**src/rtl/dmem_arbiter.sv**
```systemverilog
`default_nettype none
// +--------------------------------------------------------------------------+
// | Module      : dmem_arbiter                                               |
// | Description : Two-master data RAM port arbiter. M0 (CPU) has fixed       |
// |               priority; a saturating starvation counter forces M1 through|
// |               after STARVE_LIMIT consecutive losing cycles. One access   |
// |               per cycle, read data returned registered one cycle later.  |
// | Revision    : 1.0  initial release                                       |
// +--------------------------------------------------------------------------+
module dmem_arbiter #(
  parameter int AW           = 32,
  parameter int DW           = 32,
  parameter int STARVE_LIMIT = 4
) (
  input  logic          clk,
  input  logic          rst,
  input  logic          m0_req,
  input  logic          m0_we,
  input  logic [AW-1:0] m0_addr,
  input  logic [DW-1:0] m0_wdata,
  input  logic [2:0]    m0_size,
  output logic          m0_gnt,
  output logic          m0_rvalid,
  output logic [DW-1:0] m0_rdata,
  input  logic          m1_req,
  input  logic          m1_we,
  input  logic [AW-1:0] m1_addr,
  input  logic [DW-1:0] m1_wdata,
  input  logic [2:0]    m1_size,
  output logic          m1_gnt,
  output logic          m1_rvalid,
  output logic [DW-1:0] m1_rdata,
  output logic [AW-1:0] ram_addr,
  output logic [DW-1:0] ram_wdata,
  output logic          ram_we,
  output logic          ram_re,
  output logic [2:0]    ram_size,
  input  logic [DW-1:0] ram_rdata
);

  localparam int CW = $clog2(STARVE_LIMIT + 1);
  localparam logic [CW-1:0] C_LIMIT = CW'(STARVE_LIMIT);

  typedef enum logic [1:0] {
    ST_IDLE = 2'd0,
    ST_M0   = 2'd1,
    ST_M1   = 2'd2
  } state_t;

  state_t        state;       // owner of the current cycle
  state_t        r_state;     // owner of the previous cycle
  logic          r_rd;        // previous cycle issued a read
  logic [CW-1:0] r_starve_cnt;
  logic          w_force1;

  // Ownership decision and RAM port mux; reset blocks every access.
  always_comb begin
    w_force1  = (r_starve_cnt == C_LIMIT);
    state     = ST_IDLE;
    m0_gnt    = 1'b0;
    m1_gnt    = 1'b0;
    ram_addr  = '0;
    ram_wdata = '0;
    ram_size  = '0;
    ram_we    = 1'b0;
    ram_re    = 1'b0;
    if (!rst) begin
      if (m0_req && !w_force1) begin
        state = ST_M0;
      end else if (m1_req && (!m0_req || w_force1)) begin
        state = ST_M1;
      end
    end
    case (state)
      ST_M0: begin
        m0_gnt    = 1'b1;
        ram_addr  = m0_addr;
        ram_wdata = m0_wdata;
        ram_size  = m0_size;
        ram_we    = m0_we;
        ram_re    = !m0_we;
      end
      ST_M1: begin
        m1_gnt    = 1'b1;
        ram_addr  = m1_addr;
        ram_wdata = m1_wdata;
        ram_size  = m1_size;
        ram_we    = m1_we;
        ram_re    = !m1_we;
      end
      default: ;
    endcase
  end

  // Read-valid follows the previous cycle's read grant; reset cancels it at once.
  always_comb begin
    m0_rvalid = r_rd && (r_state == ST_M0) && !rst;
    m1_rvalid = r_rd && (r_state == ST_M1) && !rst;
  end

  // Owner history, read-return capture and starvation counter.
  always_ff @(posedge clk) begin
    if (rst) begin
      r_state      <= ST_IDLE;
      r_rd         <= 1'b0;
      r_starve_cnt <= '0;
      m0_rdata     <= '0;
      m1_rdata     <= '0;
    end else begin
      r_state <= state;
      r_rd    <= ram_re;
      if (state == ST_M0 && !m0_we) begin
        m0_rdata <= ram_rdata;
      end
      if (state == ST_M1 && !m1_we) begin
        m1_rdata <= ram_rdata;
      end
      if (!m1_req || m1_gnt) begin
        r_starve_cnt <= '0;
      end else if (m0_gnt && (r_starve_cnt != C_LIMIT)) begin
        r_starve_cnt <= r_starve_cnt + 1'b1;
      end
    end
  end

endmodule
`default_nettype wire
```
**config.mk**
```make
export PLATFORM = sky130hd
export DESIGN_NAME = dmem_arbiter
export DESIGN_NICKNAME = d
export VERILOG_FILES = /design/src/rtl/dmem_arbiter.sv
export SDC_FILE = /design/constraint.sdc
export NUM_CORES = 1
export LEC_CHECK = 0
export BUFFER_PORTS_ARGS = -buffer_cell sky130_fd_sc_hd__buf_2
export CAP_MARGIN = 15
export CORE_AREA = 2 2 120 122
export CTS_CLUSTER_DIAMETER = 30
export CTS_CLUSTER_SIZE = 40
export DETAILED_ROUTE_END_ITERATION = 7
export DIE_AREA = 0 0 122 124
export PLACE_DENSITY = 0.54
export RECOVER_POWER = 50
export REMOVE_ABC_BUFFERS = 1
export SLEW_MARGIN = 20
export SYNTH_ARGS = -nofsm -noshare
export SYNTH_HDL_FRONTEND = slang
export SYNTH_SLANG_ARGS = --single-unit
```
**constraint.sdc**
```tcl
create_clock -name clk -period 6.1 [get_ports clk]
set_input_delay 0.305 -clock clk [delete_from_list [all_inputs] [get_ports clk]]
set_output_delay 0.305 -clock clk [all_outputs]
set_load 0.05 [all_outputs]
```
==> metrics.md, run 1 <==
| Metric | Value |
|---|---|
| Synth area leaders | dfxtp_1, a22oi_1, nand2_1, a21oi_1, nor2_1 |
| Largest net degree at the start of global routing | 72 |
| Final min period | about 3700 ps |
| Wire per inst | 16.5 um |
| Initial DRC count | 261 |
| Setup Crit Path Kind | input pin to primary output |
| Fin util | roughly two fifths |
| Placement Rows | 43 |
| Fin crit share | about three fifths |
| DRC Markers | 0 |
| CTS H-tree depth | 3 |
| Yosys cell types | 22 |
| Area Growth Syn to Fin | 51.8% |
| Primary FF master, synth | dfxtp_1 |
| Worst Tran Pin Value | around 1600 ps |
| CTS Root Cell | clkbuf_16 |
| Post-DRT Antenna Nets | 0 |
| Leakage Power | 2.32 nW |
| Worst VDD drop | 0.0967 mV |
| WL final | 15600 um |
| Die area | 15100 um2 |
| Cell Pwr Density | 237 nW/um2 |
| Die H | 124 um |
| Synth Area per Inst | between 7 and 8 um2 |
| Setup violators final | 0 |
| Total number of vias | 4452 |
| Initial Utilization | 25.2% |
| HPWL after DPL | 12100 um |
| Grt ovf | 0 |
| GP Congestion | roughly 0.79 |
| Most frequent cell after synthesis | nand2_1 |
| Clock-pin slew on the worst setup and hold paths | 50 ps |
| Gate Count Post-Synth | 479 |
| Vias in the first global route | slightly above 4000 |
| RSZ-0062 raised after global routing | false |
| Pins Over Slew Limit | 66 |
| Core Box Area | 13700 um2 |
| Cts bufs inserted | 9 |
| Critical path required time | 5790 ps |
| Layout cells sized above 1 | 34.8% |
| Failing checks | capacitance limit, slew limit |
| Register bit total from synthesis | 70 |
| Synth Warn # | 0 |
| Dominant cell type by area after synthesis | dfxtp_1 |
| Number of enable flip-flop cells after synthesis | 0 |
| Worst min path class | input pin to register |
| IO Pins | 309 |
| Max FO, Critical Path | a little over 70 |
| Post-synthesis instance area | 3450 um2 |
| Final setup TNS | 0 ps |
| Asr flop ratio synth | 0% |
| Max Freq | 273 MHz |
| Fin nets | 937 |
| CTS Buffer Depth | 2 |
| Clock sink count | 70 |
| Crit end category | primary output |
| Cts repair resizes | 0 |
| Postcts setup bufs | 0 |
| Fin. Hold Viols | 0 |
| Routed vias/inst | 4.71 |
| MaxCap Viol Count | 2 |
| Startpoint Class | input pin |
| Part of the Yosys area used for sequential elements | 40.6% |
| Yosys top cell area share | approximately two fifths |
| Max Clock Skew | about 4.2 ps |
| First-pass GRT wire length | 21700 um |
| Hold buffers post-CTS | 0 |
| Initial antenna violation count | 4 |
| DRT Pass-1 Iters | 5 |
| Post-synth top cells | nand2_1, nor2_1, dfxtp_1, a22oi_1, a21oi_1 |
| Status | finished, violations left |
| CP arrival | roughly 3400 ps |
| Die X | 122 um |
| Rel. slew slack | -6.00% |
| All-Layer GR Usage | 19.0% |
| IO Port Bufs | 308 |
| CTS tree | done |
| Clock Latency Late Sink | 330 ps |
registers in the layout, summed over array words and instances, names as in the netlist:
signal,count
m0_rdata,32
m1_rdata,32
r_starve_cnt,3
r_state,2
r_rd,1
per-stage QoR:
stage          std cells  instance area (um2)  worst slack, ps  hold slack, ps  power, mW
2_1_floorplan        432                 3220             2390             374      0.639
3_3_place_gp         928                 5050             2620             442      0.758
3_5_place_dp         928                 5050             2620             444      0.757
4_1_cts              941                 5330             2620             175       1.26
5_1_grt              942                 5240             2140             193       1.29
6_report             945                 5250             2440             191       1.24
logic make-up after synthesis:
kind of cell    after synthesis  share of synthesized area (%)
buf+inv                      50                           7.24
mux                           1                          0.290
simple gates                213                           24.1
xor+xnor                      1                          0.254
fa+ha+maj                     6                           2.17
flops                        70                           40.6
compound gates              138                           25.4
where the power goes:
group          switching [mW]  internal [mW]  total (mW)
clock network           0.178          0.320       0.498
registers             0.00558          0.469       0.475
logic                   0.187         0.0807       0.268
total                   0.371          0.870        1.24
worst paths after layout:
path                                     to  cells past startpoint                          from  slack, ps
setup / recovery               ram_addr[25]                     10                           rst       2440
hold / removal        r_state[1]$_SDFF_PP0_                      2                        m0_req        190
setup reg to reg  m1_rdata[13]$_SDFFE_PP0P_                     10  r_starve_cnt[0]$_SDFFE_PP0P_       2910
hold reg to reg   m0_rdata[24]$_SDFFE_PP0P_                      2     m0_rdata[24]$_SDFFE_PP0P_        450
layer usage:
layer / global-route usage, % / vias to the layer above / part of all wire, %
li1: - / 2176 / -
met1: 20.6 / 2029 / 39
met2: 32.6 / 215 / 48
met3: 6.96 / 30 / 10
met4: 9.63 / 2 / 2.9
met5: 0 / - / 0.045
cell usage in the layout (no fill, tap or decap), drive strengths merged:
cell type / instances
buf: 248
nand2: 131
clkbuf: 79
nor2: 71
dfxtp: 70
a22oi: 68
a21oi: 68
ha: 6
diode: 4
inv: 3
nand2b: 3
nor4bb: 2
nor3: 2
nor2b: 2
and2b: 1
a21boi: 1
mux2i: 1
xnor2: 1
a2111oi: 1
or2: 1
clkinv: 1
bufinv: 1
worst max-delay path, cell delays in order:
cell and delay, ps:
buf_2 70, buf_4 560, nand2b_1 290, a21oi_1 100, inv_1 90, ha_1 560, buf_4 580, a22oi_1 170
nor2_1 250, buf_2 320
cell type report:
cell class	instances	area [um2]
clock buffers	11	243
flip-flops and latches	70	1400
repair buffers	316	1510
multi-input cells	359	1810
clock inverters	2	35.0
diodes	4	10.0
inverters	3	11.3
well taps	180	225
fillers	1573	8470
No activity file was read; power rests on OpenSTA's default activity.
==> run 2, diff against run 1 <==
--- a/config.mk
+++ b/config.mk
@@ -12,7 +12,7 @@
 export CTS_CLUSTER_SIZE = 40
 export DETAILED_ROUTE_END_ITERATION = 7
 export DIE_AREA = 0 0 122 124
-export PLACE_DENSITY = 0.54
+export PLACE_DENSITY = 0.57
 export RECOVER_POWER = 50
 export REMOVE_ABC_BUFFERS = 1
 export SLEW_MARGIN = 20
==> constraint.sdc (replaced) <==
create_clock -name clk -period 3.3 [get_ports clk]
set_input_delay 0.165 -clock clk [delete_from_list [all_inputs] [get_ports clk]]
set_output_delay 0.165 -clock clk [all_outputs]
set_load 0.05 [all_outputs]
==> run 2 against run 1 <==
Against the previous run:
- the run now ends clean
- cell count up 0.21%
- clock skew about the same
- register-to-register slack got worse by 2000 ps
- utilization increased by 0.62 points
- largest power group unchanged
- die area stayed put
- via count shrank 0.79%
==> metrics.md, run 2 (same netlist as run 1, synthesis figures left out) <==
| Metric | Value |
|---|---|
| Status | finished, final reports clean (was finished, violations left) |
| Total number of vias | 4417 (was 4452) |
| Clock Latency Late Sink | 320 ps (was 330 ps) |
| Startpoint Class | register (was input pin) |
| CTS H-tree depth | 3 (unchanged) |
| Core Box Area | 13700 um2 (unchanged) |
| Setup Crit Path Kind | register to primary output (was input pin to primary output) |
| Cell count after placement | 932 (was 928) |
| Wire per inst | 16.1 um (was 16.5 um) |
| Die H | 124 um (unchanged) |
| First-pass GRT wire length | 21900 um (was 21700 um) |
| Postcts setup bufs | 0 (unchanged) |
| Final min period | 2890 ps |
| Fin nets | 941 (was 937) |
| DRT Pass-1 Iters | 5 (unchanged) |
| Initial antenna violation count | 4 (unchanged) |
| Layout cells sized above 1 | 35.6% (was 34.8%) |
| Worst Tran Pin Value | 752 ps (was 1590 ps) |
| Rel. slew slack | 49.9% (was -6.00%) |
| Cts bufs inserted | 9 (unchanged) |
| Placement Rows | 43 (unchanged) |
| Leakage Power | 2.36 nW (was 2.32 nW) |
| Initial Utilization | 25.2% (unchanged) |
| WL final | 15300 um (was 15600 um) |
| Commonest non-fill, non-tap cell in the layout | buf_2 (unchanged) |
| MaxCap Viol Count | 0 (was 2) |
| Final worst slack | 414 ps (was 2440 ps) |
| Fin crit share | 87.4% |
| Crit end category | primary output (unchanged) |
| IO Pins | 309 (unchanged) |
| Design Power | 2.39 mW (was 1.24 mW) |
| CTS tree | done (unchanged) |
| Worst VDD drop | 0.219 mV (was 0.0967 mV) |
| IO Port Bufs | 308 (unchanged) |
| HPWL after DPL | 12000 um (was 12100 um) |
| Clock sink count | 70 (unchanged) |
| Max FO, Critical Path | 33 (was 71) |
| Most frequent cells in the layout | buf_2, nand2_1, nor2_1 (unchanged) |
| Pre-CTS WS | 798 ps (was 2620 ps) |
| Largest registers | m0_rdata: 32 flops, m1_rdata: 32 flops, r_starve_cnt: 3 flops (unchanged) |
| Setup violators final | 0 (unchanged) |
| Grt ovf | 0 (unchanged) |
| Routed vias/inst | 4.66 (was 4.71) |
| Max Clock Skew | 3.84 ps (was 4.19 ps) |
| Final setup TNS | 0 ps (unchanged) |
| Fin cells | 947 (was 945) |
| Die area | 15100 um2 (unchanged) |
| Worst min path class | input pin to register (unchanged) |
| DRC Markers | 0 (unchanged) |
| RSZ-0062 raised after global routing | false (unchanged) |
| Max Freq | 347 MHz |
| Area Growth Syn to Fin | 54.3% (was 51.8%) |
| Cts repair resizes | 0 (unchanged) |
| Clock-pin slew on the worst setup and hold paths | 50 ps (about the same) |
| CTS Root Cell | clkbuf_16 (unchanged) |
| Initial DRC count | 279 (was 261) |
| GP Congestion | 0.892 (was 0.790) |
| CP arrival | 2720 ps (was 3350 ps) |
| Vias in the first global route | 4012 (was 4131) |
| Pins Over Slew Limit | 0 (was 66) |
| Hold buffers post-CTS | 0 (unchanged) |
| Critical path required time | 3130 ps (was 5790 ps) |
| Largest net degree at the start of global routing | 53 (was 72) |
| All-Layer GR Usage | 19.1% (was 19.0%) |
| Fin. Hold Viols | 0 (unchanged) |
| Die X | 122 um (unchanged) |
| Cell Pwr Density | 448 nW/um2 (was 237 nW/um2) |
| CTS Buffer Depth | 2 (unchanged) |
| Post-DRT Antenna Nets | 0 (unchanged) |
==> run 2: changes by cell type in the layout (fill, tap and decap cells not counted), moves of 2 or more <==
cell      previous run  this run
buf_12               0         2
ha_2                 1         3
clkbuf_1            69        67
clkbuf_2             0         2
buf_4                6         8
diode_2              4         1
ha_1                 5         3
==> run 2: area by class of cell <==
cell class	instances	area [um2]
fill	1565	8390
multi-input combinational	359	1810
timing repair buffer	320	1570
sequential	70	1400
clock buffer	10	239
tap	180	225
clock inverter	4	72.6
inverter	3	11.3
antenna	1	2.50
==> run 2: power by group <==
| group | leakage, nW | internal (mW) | switching (mW) |
|---|---|---|---|
| registers | 0.567 | 0.867 | 0.0103 |
| logic | 1.64 | 0.155 | 0.346 |
| clock network | 0.150 | 0.672 | 0.338 |
| total | 2.36 | 1.69 | 0.695 |
==> run 2: path summary, 6_finish.rpt <==
| kind | start | endpoint | slack, ps | cells past startpoint |
|---|---|---|---|---|
| worst min-delay path | ram_rdata[17] | m0_rdata[17]$_SDFFE_PP0P_ | 90 | 3 |
| worst min register to register | m1_rdata[10]$_SDFFE_PP0P_ | m1_rdata[10]$_SDFFE_PP0P_ | 450 | 2 |
| worst max-delay path | r_starve_cnt[0]$_SDFFE_PP0P_ | ram_re | 410 | 10 |
| worst max register to register | r_starve_cnt[0]$_SDFFE_PP0P_ | r_rd$_SDFF_PP0_ | 880 | 10 |
==> run 2: stage by stage <==
step           cell area (um2)  hold slack (ps)  util (%)
6_report                  5330             87.2      38.9
5_1_grt                   5330             77.0      38.9
4_1_cts                   5420             72.4      39.5
3_5_place_dp              5110              418      37.2
3_3_place_gp              5110              414      37.2
2_1_floorplan             3220              234         -
==> run 2: routing by layer <==
layer	up-vias	share of wire (%)	GRT usage, %
li1	2182	-	-
met1	2010	38	21.6
met2	198	49	32.4
met3	21	11	8.93
met4	6	1.2	5.10
met5	-	0.27	0
==> run 2: critical path, cell delays in order (launching register included) <==
cell      delay [ps]
dfxtp_1          360
inv_1             60
ha_1             230
nand2_1          110
nand2_1           90
or2_2            300
ha_2             240
nand2b_1          80
clkbuf_2         570
a21oi_2          120
buf_2            240
==> run 3, diff against run 2 <==
--- a/config.mk
+++ b/config.mk
@@ -7,11 +7,11 @@
 export LEC_CHECK = 0
 export BUFFER_PORTS_ARGS = -buffer_cell sky130_fd_sc_hd__buf_2
 export CAP_MARGIN = 15
-export CORE_AREA = 2 2 120 122
+export CORE_MARGIN = 1.5
+export CORE_UTILIZATION = 25
 export CTS_CLUSTER_DIAMETER = 30
 export CTS_CLUSTER_SIZE = 40
 export DETAILED_ROUTE_END_ITERATION = 7
-export DIE_AREA = 0 0 122 124
 export PLACE_DENSITY = 0.57
 export RECOVER_POWER = 50
 export REMOVE_ABC_BUFFERS = 1
==> run 3 against run 2 <==
Against the previous run:
- utilization up 0.96 points
- sequential power about the same
- critical path depth stayed put
- sequential share of layout area is 0.080 points higher
- sequential cell count unchanged
- clock power is 15% lower
- worst hold slack lost 13 ps
- cell count is 0.11% lower
- total power down 6.1%
- global-route usage grew 0.21 points
- clock skew is essentially flat
==> metrics.md, run 3 (same netlist as run 1, synthesis figures left out) <==
| Metric | Value |
|---|---|
| Worst R2R Setup Slack | 760 ps (was 880 ps) |
| Max Clock Skew | 3.97 ps (was 3.84 ps) |
| Top sig layer | met5 (unchanged) |
| CTS H-tree depth | 3 (unchanged) |
| Clock Latency Late Sink | 320 ps (about the same) |
| Placed inst area | 5140 um2 (was 5110 um2) |
| Setup Crit Path Kind | register to primary output (unchanged) |
| Worst min path class | input pin to register (unchanged) |
| Fin nets | 944 (was 941) |
| Cell Pwr Density | 422 nW/um2 (was 448 nW/um2) |
| Setup violators final | 0 (unchanged) |
| Pre-CTS WS | 634 ps (was 798 ps) |
| Fin util | 39.8% (was 38.9%) |
| GP Congestion | 0.849 (was 0.892) |
| RSZ-0062 raised after global routing | false (unchanged) |
| Comb pwr share | 22.6% (was 21.0%) |
| Wl on met1 | 5650 um (was 5800 um) |
| MaxCap Viol Count | 0 (unchanged) |
| Clock sink count | 70 (unchanged) |
| Initial Utilization | 25.9% (was 25.2%) |
| CTS Buffer Depth | 2 (unchanged) |
| Final worst slack | 311 ps (was 414 ps) |
| Initial DRC count | 293 (was 279) |
| Sequential share of power | 39.1% (was 36.7%) |
| Wire per inst | 15.8 um (was 16.1 um) |
| Net Sw Power | 0.697 mW (was 0.695 mW) |
| Leakage Power | 2.36 nW (about the same) |
| Placement Rows | 42 (was 43) |
| Design Power | 2.24 mW (was 2.39 mW) |
| WL final | 14900 um (was 15300 um) |
| Fin. Hold Viols | 0 (unchanged) |
| Cts bufs inserted | 9 (unchanged) |
| Vias in the first global route | 4073 (was 4012) |
| Worst r2r src | r_starve_cnt[0]$_SDFFE_PP0P_ (unchanged) |
| Worst Tran Pin Value | 1410 ps (was 752 ps) |
| Most frequent cells in the layout | buf_2, nand2_1, nor2_1 (unchanged) |
| First-pass GRT wire length | 21700 um (was 21900 um) |
| Crit path launch | r_starve_cnt[0]$_SDFFE_PP0P_ (unchanged) |
| Met3 Wirelength | 1770 um (was 1740 um) |
| DR WL met2 | 7190 um (was 7500 um) |
| Switching Fraction | 31.1% (was 29.1%) |
| Post-DRT Antenna Nets | 0 (unchanged) |
| Rel. slew slack | 6.00% (was 49.9%) |
| Routed vias/inst | 4.68 (was 4.66) |
| CTS tree | done (unchanged) |
| DRC Markers | 0 (unchanged) |
| Die area | 14500 um2 (was 15100 um2) |
| Postcts setup bufs | 0 (unchanged) |
| DRT Pass-1 Iters | 7 (was 5) |
| Pins Over Slew Limit | 0 (unchanged) |
| CTS Root Cell | clkbuf_16 (unchanged) |
| Area Growth Syn to Fin | 53.8% (was 54.3%) |
| Critical path required time | 3130 ps (about the same) |
| Largest registers | m0_rdata: 32 flops, m1_rdata: 32 flops, r_starve_cnt: 3 flops (unchanged) |
| Area of the multi-input gates | 1810 um2 (about the same) |
| Cts repair resizes | 0 (unchanged) |
| Initial antenna violation count | 7 (was 4) |
| IO Pins | 309 (unchanged) |
| Hold Crit Start | m0_req (was ram_rdata[17]) |
| Final instance area | 5310 um2 (was 5330 um2) |
| Status | finished, final reports clean (unchanged) |
| Startpoint Class | register (unchanged) |
| FF/Latch Area | 1400 um2 (unchanged) |
| Internal power | 1.54 mW (was 1.69 mW) |
| # fillers | 1500 (was 1565) |
| Max FO, Critical Path | 34 (was 33) |
| IO Port Bufs | 308 (unchanged) |
| Final min period | 2990 ps (was 2890 ps) |
| Layout cells sized above 1 | 36.2% (was 35.6%) |
| HPWL after DPL | 11700 um (was 12000 um) |
| Fin crit share | 90.6% (was 87.4%) |
| All-Layer GR Usage | 19.3% (was 19.1%) |
| Crit end category | primary output (unchanged) |
| Total number of vias | 4427 (was 4417) |
| Final setup TNS | 0 ps (unchanged) |
| Die H | 121 um (was 124 um) |
| Commonest non-fill, non-tap cell in the layout | buf_2 (unchanged) |
| Grt ovf | 0 (unchanged) |
| Die X | 121 um (was 122 um) |
| Hold buffers post-CTS | 0 (unchanged) |
| CP arrival | 2820 ps (was 2720 ps) |
| Clock power share | 38.2% (was 42.3%) |
| Core Box Area | 13300 um2 (was 13700 um2) |
| Max Freq | 335 MHz (was 347 MHz) |
| Clock-pin slew on the worst setup and hold paths | 50 ps (about the same) |
| Largest net degree at the start of global routing | 69 (was 53) |
| Worst VDD drop | 0.188 mV (was 0.219 mV) |
==> run 3: cell count changes in the layout (fill, tap and decap cells not counted) <==
cell | before | now
bufinv_16 | 2 | 0
buf_12 | 2 | 3
buf_2 | 241 | 242
buf_4 | 8 | 9
clkbuf_1 | 67 | 66
clkbuf_2 | 2 | 3
clkinv_2 | 1 | 2
clkinvlp_4 | 1 | 2
nor2b_1 | 2 | 1
nor2b_2 | 0 | 1
==> run 3: metrics by stage <==
| stage | hold WS (ps) | std cells |
|---|---|---|
| floorplan | 234 | 432 |
| global placement | 403 | 931 |
| detailed placement | 401 | 931 |
| CTS | 58.2 | 945 |
| global route | 86.2 | 945 |
| finish | 74.5 | 946 |
==> run 3: layer usage <==
metal	vias up	track usage, %
met3	29	8.87
met5	-	0
li1	2194	-
met1	1981	21.6
met2	213	32.8
met4	10	5.66
==> run 3: final timing paths <==
| kind | endpoint | cells after the start |
|---|---|---|
| worst max-delay path | ram_addr[6] | 10 |
| worst min-delay path | r_state[1]$_SDFF_PP0_ | 2 |
| worst max register to register | r_starve_cnt[1]$_SDFFE_PP0P_ | 10 |
| worst min register to register | m0_rdata[1]$_SDFFE_PP0P_ | 2 |
==> run 3: layout make-up <==
type	instances	area share (%)
multi-input combinational	359	34.1
clock buffer	10	4.50
sequential	70	26.4
clock inverter	4	0.471
inverter	3	0.212
antenna	1	0.0471
timing repair buffer	323	30.1
tap	176	4.14
==> run 3: power by group through the flow <==
stage | logic [mW] | clock network (mW) | registers, mW
floorplan | 0.219 | 0 | 0.962
global placement | 0.516 | 0 | 0.894
detailed placement | 0.517 | 0 | 0.895
CTS | 0.518 | 0.877 | 0.877
global route | 0.545 | 0.908 | 0.880
finish | 0.507 | 0.857 | 0.878
==> run 3: critical path, cell delays in order (launching register included) <==
cell,delay [ps]
dfxtp_1,360
inv_1,50
ha_1,230
nand2_1,110
nand2_1,90
nor2_1,150
ha_2,640
buf_4,380
a22oi_1,100
nor2_1,80
buf_2,270
